==> config.mk <==
export PLATFORM = sky130hd
export DESIGN_NAME = tetris_ctrl
export DESIGN_NICKNAME = d
export VERILOG_FILES = /design/src/rtl/tetris_ctrl.sv
export SDC_FILE = /design/constraint.sdc
export NUM_CORES = 1
export LEC_CHECK = 0
export BUFFER_PORTS_ARGS = -buffer_cell sky130_fd_sc_hd__buf_2
export CAP_MARGIN = 20
export CORE_MARGIN = 2
export CORE_UTILIZATION = 62
export CTS_BUF_LIST = sky130_fd_sc_hd__clkbuf_4 sky130_fd_sc_hd__clkbuf_8 sky130_fd_sc_hd__clkbuf_16
export DETAILED_ROUTE_END_ITERATION = 8
export PLACE_DENSITY = 0.77
export SLEW_MARGIN = 10
export SYNTH_ARGS = -nofsm -noshare
export SYNTH_HDL_FRONTEND = slang
export SYNTH_SLANG_ARGS = --single-unit
==> constraint.sdc <==
create_clock -name clk -period 8.6 [get_ports clk]
set_clock_uncertainty 0.15 [all_clocks]
set_input_delay 0.43 -clock clk [delete_from_list [all_inputs] [get_ports clk]]
set_output_delay 0.43 -clock clk [all_outputs]
set_load 0.05 [all_outputs]
==> src/rtl/tetris_ctrl.sv <==
// Command initiator for the tetris engine: button edges, auto-repeat and gravity
// become single-cycle ctrl commands, with at most one command outstanding.
package tetris_pkg;
  typedef enum logic [3:0] {
    NONE, INIT, WAIT, GEN, CLEAR, LEFT, RIGHT, DOWN,
    ROTATE, ROTATE_REV, DROP, HOLD, END
  } state_type;
endpackage

module tetris_ctrl
  import tetris_pkg::*;
#(
  parameter int unsigned GRAVITY_BASE  = 50_000_000,
  parameter int unsigned GRAVITY_STEP  = 4_000_000,
  parameter int unsigned GRAVITY_MIN   = 5_000_000,
  parameter int unsigned REPEAT_DELAY  = 20_000_000,
  parameter int unsigned REPEAT_PERIOD = 5_000_000
) (
  input  logic        clk,
  input  logic        reset_n,
  input  logic        btn_left,
  input  logic        btn_right,
  input  logic        btn_down,
  input  logic        btn_rotate,
  input  logic        btn_rotate_rev,
  input  logic        btn_drop,
  input  logic        btn_hold,
  input  logic        btn_start,
  input  state_type   state,
  input  logic [15:0] score,
  output state_type   ctrl,
  output logic [3:0]  level
);
  localparam int B_LEFT = 0, B_RIGHT = 1, B_DOWN = 2, B_ROT = 3;
  localparam int B_ROTREV = 4, B_DROP = 5, B_HOLD = 6, B_START = 7;

  typedef enum logic {IDLE, BUSY} fsm_t;

  logic [7:0]  btn, btn_q, btn_rise, pend_q, pend_nxt, pend_clr;
  logic        armed;
  logic [31:0] rpt_cnt [3];
  logic [2:0]  rpt_fire;
  logic [31:0] grav_cnt, lvl_step, period, period_m1;
  logic        grav_pend, grav_hit, grav_clr, in_menu;
  fsm_t        fsm_q, fsm_nxt;
  state_type   ctrl_nxt;

  assign btn = {btn_start, btn_hold, btn_drop, btn_rotate_rev,
                btn_rotate, btn_down, btn_right, btn_left};
  // armed masks the first cycle after reset so buttons held through reset need a fresh press
  assign btn_rise = armed ? (btn & ~btn_q) : 8'h00;
  assign in_menu  = (state == INIT) || (state == END);

  // Repeat counters: 0 = idle, terminal count at 1 re-arms the pending bit
  always_comb begin
    for (int i = 0; i < 3; i++)
      rpt_fire[i] = btn[i] && !btn_rise[i] && (rpt_cnt[i] == 32'd1);
  end

  always_ff @(posedge clk) begin
    if (!reset_n) begin
      btn_q <= '0;
      armed <= 1'b0;
      for (int i = 0; i < 3; i++) rpt_cnt[i] <= '0;
    end else begin
      btn_q <= btn;
      armed <= 1'b1;
      for (int i = 0; i < 3; i++) begin
        if (!btn[i])                  rpt_cnt[i] <= '0;
        else if (btn_rise[i])         rpt_cnt[i] <= REPEAT_DELAY;
        else if (rpt_cnt[i] == 32'd1) rpt_cnt[i] <= REPEAT_PERIOD;
        else if (rpt_cnt[i] != '0)    rpt_cnt[i] <= rpt_cnt[i] - 32'd1;
      end
    end
  end

  always_comb begin
    lvl_step = 32'(level) * GRAVITY_STEP;
    if (lvl_step >= GRAVITY_BASE)                    period = GRAVITY_MIN;
    else if ((GRAVITY_BASE - lvl_step) < GRAVITY_MIN) period = GRAVITY_MIN;
    else                                             period = GRAVITY_BASE - lvl_step;
    period_m1 = period - 32'd1;
  end
  assign grav_hit = (grav_cnt == period_m1);

  always_comb begin
    fsm_nxt  = fsm_q;
    ctrl_nxt = NONE;
    pend_clr = '0;
    grav_clr = 1'b0;
    case (fsm_q)
      IDLE: begin
        if (in_menu) begin
          if (pend_q[B_START]) begin
            ctrl_nxt = DROP;  pend_clr[B_START] = 1'b1;  fsm_nxt = BUSY;
          end
        end else if (state == WAIT) begin
          fsm_nxt = BUSY;
          if (pend_q[B_HOLD])        begin ctrl_nxt = HOLD;       pend_clr[B_HOLD]   = 1'b1; end
          else if (pend_q[B_DROP])   begin ctrl_nxt = DROP;       pend_clr[B_DROP]   = 1'b1; end
          else if (pend_q[B_ROT])    begin ctrl_nxt = ROTATE;     pend_clr[B_ROT]    = 1'b1; end
          else if (pend_q[B_ROTREV]) begin ctrl_nxt = ROTATE_REV; pend_clr[B_ROTREV] = 1'b1; end
          else if (pend_q[B_LEFT])   begin ctrl_nxt = LEFT;       pend_clr[B_LEFT]   = 1'b1; end
          else if (pend_q[B_RIGHT])  begin ctrl_nxt = RIGHT;      pend_clr[B_RIGHT]  = 1'b1; end
          else if (pend_q[B_DOWN] || grav_pend) begin
            ctrl_nxt = DOWN;  pend_clr[B_DOWN] = 1'b1;  grav_clr = 1'b1;
          end
          else fsm_nxt = IDLE;
        end
      end
      BUSY: if (state != WAIT) fsm_nxt = IDLE;
      default: fsm_nxt = IDLE;
    endcase
  end

  // A new edge beats the clear-on-issue of the same bit
  always_comb begin
    pend_nxt = (pend_q & ~pend_clr) | btn_rise | {5'b00000, rpt_fire};
    if (in_menu) pend_nxt[6:0] = '0;
    else         pend_nxt[B_START] = 1'b0;
  end

  always_ff @(posedge clk) begin
    if (!reset_n) begin
      fsm_q  <= IDLE;
      ctrl   <= NONE;
      pend_q <= '0;
      level  <= '0;
    end else begin
      fsm_q  <= fsm_nxt;
      ctrl   <= ctrl_nxt;
      pend_q <= pend_nxt;
      level  <= (score[15:8] != 8'h00) ? 4'd10 : score[7:4];
    end
  end

  // Issue clears gravity even if the counter is still parked at period-1
  always_ff @(posedge clk) begin
    if (!reset_n || in_menu) begin
      grav_cnt  <= '0;
      grav_pend <= 1'b0;
    end else begin
      grav_pend <= grav_clr ? 1'b0 : (grav_pend | grav_hit);
      if (grav_clr || (state == GEN)) grav_cnt <= '0;
      else if (!grav_hit)             grav_cnt <= grav_cnt + 32'd1;
    end
  end

endmodule

* After elaboration in Yosys (flattened, before gate mapping)
Memories as Yosys holds them, arrays and structs flattened.
Index checks and enable logic that the tools add are counted.
** Storage, ports and cells
- Bits in registers :: 59
- Bits in writable memories :: 96
- Memories kept :: 1
- Output and inout bits :: 8
** Memories
- rpt_cnt :: words 3, width 32, read ports 3, clocked after Yosys merged registers in 0, write ports 3, line 41 : logic [31:0] rpt_cnt [3];
** Operators by class
- Bitwise logic cells :: 21
- Equal/unequal tests :: 9
- $add $sub $neg :: 6
- Reductions and logical operators :: 24
- Mux-type cells :: 119
- Magnitude comparators :: 2
- Multipliers :: 1
** Operators with widths (number)
- 2-to-1 mux 32 bit :: 14
- subtractor 32 x 1 -> 32 bit, second input constant :: 4
- equality test 32 x 1 -> 1 bit, second input constant :: 3
- nonzero test 32 bit :: 3
- 2-to-1 mux 1 bit :: 84
- adder 32 x 1 -> 32 bit, second input constant :: 1
- equality test 32 bit :: 1
- less-than comparator 32 x 23 -> 1 bit, second input constant :: 1
- 2-to-1 mux 4 bit :: 8
- subtractor 26 x 26 -> 27 bit, first input constant :: 1
- >= comparator 26 bit, second input constant :: 1
- multiplier 4 x 14 -> 18 bit, second input constant :: 1
- bitwise AND 8 bit :: 2
- 2-to-1 mux 8 bit :: 2
- inverter 8 bit :: 2
- 2-to-1 mux 3 bit :: 5
- 2-to-1 mux 7 bit :: 2
- OR 1 bit :: 13
- OR reduction 2 bit :: 5
- equality test 4 x 2 -> 1 bit, second input constant :: 2
- OR 8 x 3 -> 8 bit :: 1
- OR 8 bit :: 1
- nonzero test 8 bit :: 1
- logical AND 1 bit :: 6
- other kinds (11) :: 18

* Longest topological paths before layout
- Word-level depth :: 15
- Gate-level depth with buffers :: 26
- Gate-level depth less buffers :: 23

* Worst setup path before layout
Ideal clock, no wire load.
- Path kind :: register to register
- From :: register level[1]
- To :: register grav_cnt[6]
- Clock period less this slack :: 6.891 ns
- Stages on the path, launching flop included :: 26
- Path buffers :: 3
- Setup time :: 0.132 ns
- Required time :: 8.318 ns
- Arrival :: 6.609 ns
- Slack :: 1.709 ns
- Path through :: dfxtp_1 inv_1 ha_1 fa_1 inv_1 fa_1 nand2b_1 or4_1 clkbuf_1 nor4_1 a31oi_1 o41ai_4 buf_6 inv_1 ha_1 nor3b_1 and3_1 xnor2_1 nor4bb_1 a31oi_1 or2_1 a222oi_1 o2111a_2 buf_4 or3_1 a21oi_1
** Between the ends
- Word-level cells in the longest chain between the ends :: 7
- Elaborated cells on any way between the ends :: 8
- Classes of those cells :: add/sub: 2; mul: 1; order compare: 2; eq/ne: 1; mux: 2
** RTL lines
- start: declaration :: line 32 : output logic [3:0] level
- start signal: assignment :: line 133 : level <= (score[15:8] != 8'h00) ? 4'd10 : score[7:4];
- multiplier 4 x 14 -> 18 bit * :: line 78 : lvl_step = 32'(level) * GRAVITY_STEP;
- subtractor 26 x 26 -> 27 bit :: line 80, 81
- less-than comparator 32 x 23 -> 1 bit :: line 80 : else if ((GRAVITY_BASE - lvl_step) < GRAVITY_MIN) period = GRAVITY_MIN;
- 2-to-1 mux 32 bit :: line 80
- 2-to-1 mux 32 bit * :: line 79 : if (lvl_step >= GRAVITY_BASE) period = GRAVITY_MIN;
- subtractor 32 x 1 -> 32 bit * :: line 82 : period_m1 = period - 32'd1;
- equality test 32 bit * :: line 84 : assign grav_hit = (grav_cnt == period_m1);
- end signal: assignment :: line 145 : else if (!grav_hit) grav_cnt <= grav_cnt + 32'd1;
- end: declaration :: line 43 : logic [31:0] grav_cnt, lvl_step, period, period_m1;
Every way passes the cells marked *; elsewhere a longest branch is shown, timed or not.
A chain may end at the register's enable or synchronous reset.

* Worst setup path in the final report
- From :: register level[1]
- To :: register grav_cnt[7]
Same word-level chain as after synthesis.

==> metrics.md <==
| Metric | Value |
|---|---|
| Syn-to-layout area delta | `9.23%` |
| Yosys reg bits | `approximately 160` |
| Final Hold Viols | `0` |
| RR Endpoint | `grav_cnt[7]` |
| Syn Area/Cell | `a little over 9 um^2` |
| Post-route DRC | `0` |
| Core area | `about 15,000 um^2` |
| Tightest Pin Transition | `993 ps` |
| GP Congestion | `0.840` |
| MaxCap Viol Count | `0` |
| H-tree depth | `4` |
| Synth Warn # | `0` |
| Highest Signal Layer | `met4` |
| Cts hold-fix bufs | `0` |
| Maximum clock rate | `130 MHz` |
| PwrDens | `roughly 290 nW/um^2` |
| RSZ-0062 raised after global routing | `no` |
| Reg2Reg Depth | `21` |
| Via count | `7,478` |
| I/O Pins | `38` |
| CP startpoint kind | `flop` |
| Largest net degree at the start of global routing | `33` |
| Final Setup Violations | `0` |
| Initial antenna violation count | `0` |
| FP Rows | `44` |
| Number of synthesized flops with an enable pin | `96` |
| Starting Density | `0.641` |
| Req. time, crit path | `slightly below 9000 ps` |
| Critical R2R Launch | `level[1]` |
| Commonest cells post-synth | `nor2_1 (142), edfxtp_1 (96), nand2_1 (81)` |
| Met2 Wirelength | `8960 um` |
| Wirelength per Cell | `around 15 um` |
| CTS buffer count | `17` |
| CTS Sinks | `between 150 and 200` |
| Height of the die | `127 um` |
| Die Wd | `127 um` |
| Setup TNS | `0 ps` |
| Post-route minimum period | `just under 8000 ps` |
| First-pass GRT wire length | `around 32,000 um` |
| Gr usage total | `0.245` |
| Slew Viols, Final | `0` |
| Hold_ws | `approximately 75 ps` |
| Syn nets | `around 1.1k` |
| Clock Path Buffers | `2` |
| First drt pass iteration count | `5` |
| Arrival @ worst endpoint | `just under 8000 ps` |
| Vias in the first global route | `between 6k and 7k` |
| Met3 WL | `about 760 um` |
| Crit path capture type | `flop` |
| Flop2flop setup slack | `a little over 900 ps` |
| Post-synth top area share | `0.307` |
| Final worst path period share | `0.894` |
| Root buffer cell | `clkbuf_16` |
| VDD IR max | `approximately 0.00026 V` |
| Share of post-route cells with drive strength above 1 | `0.0811` |
| FILL cells | `roughly 1.2k` |
| Post-CTS setup buffer count | `0` |
| Via-to-Cell Ratio | `6.01` |
| Iteration-0 DRC Markers | `556` |
| Slew HR | `0.338` |
| Met1 wire length | `approximately 9000 um` |
| Area leader, netlist | `edfxtp_1` |
| Worst skew pair latency | `between 400 and 500 ps` |
| Number of inserted diodes | `0` |
| Mapped Area | `around 9400 um^2` |
| Crit Path Class | `flop to flop` |
| CTS tree | `built` |
| Total gr overflow | `0` |
| Final ANT Viol Nets | `0` |
| Leakage power | `between 3 and 4 nW` |
| Critical path fanouts, max | `32` |
| Crit path from | `level[1]` |
| Post-synth cell types | `between 70 and 80` |
| Wirelength, routed | `approximately 19,000 um` |
| Clk slew on worst S/H paths | `about 60 ps` |
| Sequential share of the synthesized area | `0.433` |
| Most frequent cell after synthesis | `nor2_1` |
| Post-synth top flop | `edfxtp_1` |
| CP endpoint | `grav_cnt[7]` |
| Synth area leaders | `edfxtp_1 (31%), dfxtp_1 (13%), xnor2_1 (7.3%), nor2_1 (5.7%), ha_1 (4.0%)` |
| Post-DP HPWL | `13,500 um` |
| PostCTS Resize Cnt | `0` |
| Nets | `around 1.1k` |
| Port Buffer Count | `33` |
| Outcome | `complete, no violations` |
| Mapped Cells | `about 1.0k` |
| Async SR Flop Fraction | `0` |
| Hold crit path type | `input port to flop` |
| Die footprint | `roughly 16,000 um^2` |
## power by group
part	switching (W)	leakage, nW	total, W	internal (W)
registers	0.000131	1.62	0.00110	0.000971
logic	0.000635	2.01	0.00111	0.000479
clock network	0.000281	0.286	0.000716	0.000435
total	0.00105	3.92	0.00293	0.00188
## critical path, cell delays in order, from the launching register on
cell	delay, ps
dfxtp_1	660
inv_1	270
ha_1	370
fa_1	540
inv_1	70
fa_1	550
nand2b_1	220
or4_1	540
nor4_1	270
a31oi_1	140
o41ai_4	840
ha_1	310
nor3b_1	310
and3_1	230
xnor2_1	190
nor4bb_1	260
a31oi_1	70
or2_1	220
a222oi_1	450
o2111a_2	590
or3_1	180
a21oi_1	60
## cell families (layout without fill, tap and decap cells)
| logic type | count (synthesis) | count (layout) | share of synthesized area |
|---|---|---|---|
| AOI/OAI and AO/OA | 182 | 182 | 0.123 |
| and+or+nand+nor | 457 | 457 | 0.243 |
| xor gates and xnor gates | 121 | 121 | 0.114 |
| buffers and inverters | 64 | 105 | 0.0292 |
| DFF | 155 | 155 | 0.433 |
| adders and majority gates | 35 | 35 | 0.0506 |
| muxes | 6 | 6 | 0.00666 |
## worst min-delay path by stage
stage                      startpoint  cells after the start          end  slack, ps
after detailed placement    pend_q[7]                      2    pend_q[7]        330
after floorplan           grav_cnt[4]                      2  grav_cnt[4]        300
final                        score[5]                      2     level[1]         70
after global placement    grav_cnt[4]                      2  grav_cnt[4]        320
after global routing         score[5]                      2     level[1]         70
after CTS                    score[5]                      2     level[1]         60
## per-stage QoR
stage	setup slack (ps)	utilization	cells	area [um^2]	total power, W
3_3_place_gp	1140	0.661	1212	9680	0.00219
5_1_grt	125	0.701	1245	10300	0.00315
2_1_floorplan	1710	-	1020	9390	0.00200
3_5_place_dp	1020	0.661	1212	9680	0.00220
6_report	908	0.701	1245	10300	0.00293
4_1_cts	980	0.700	1244	10200	0.00294
## sequential cells by signal (all words and copies together) (netlist names)
signal / flops
rpt_cnt: 96
grav_cnt: 32
btn_q: 8
pend_q: 8
ctrl: 4
level: 4
armed: 1
fsm_q: 1
grav_pend: 1
## final cells by class
cell class | instances | area, um^2 | share of cell area
inverter | 36 | 135 | 0.0132
timing repair buffer | 37 | 203 | 0.0198
multi-input combinational | 801 | 5060 | 0.493
clock inverter | 7 | 65.1 | 0.00634
sequential | 155 | 4060 | 0.396
clock buffer | 25 | 504 | 0.0491
tap | 184 | 230 | 0.0224
## per-layer routing
| layer | vias up | track usage |
|---|---|---|
| met5 | - | 0 |
| met4 | 0 | 0.0646 |
| met3 | 17 | 0.0465 |
| met2 | 137 | 0.394 |
| met1 | 3587 | 0.344 |
| li1 | 3737 | - |
## cell usage in the layout, fill, tap and decap left out, types with 12 or more instances in the layout
cell	n
a21oi_1	44
and2_1	12
and3_1	20
buf_2	33
clkbuf_16	17
dfxtp_1	59
edfxtp_1	96
ha_1	30
inv_1	36
nand2_1	81
nand2b_1	20
nand3_1	28
nor2_1	142
nor3_1	43
nor4_1	27
o21ai_0	69
or3_1	26
or4_1	16
xnor2_1	78
xor2_1	42
Power figures use the tool's default switching activity.
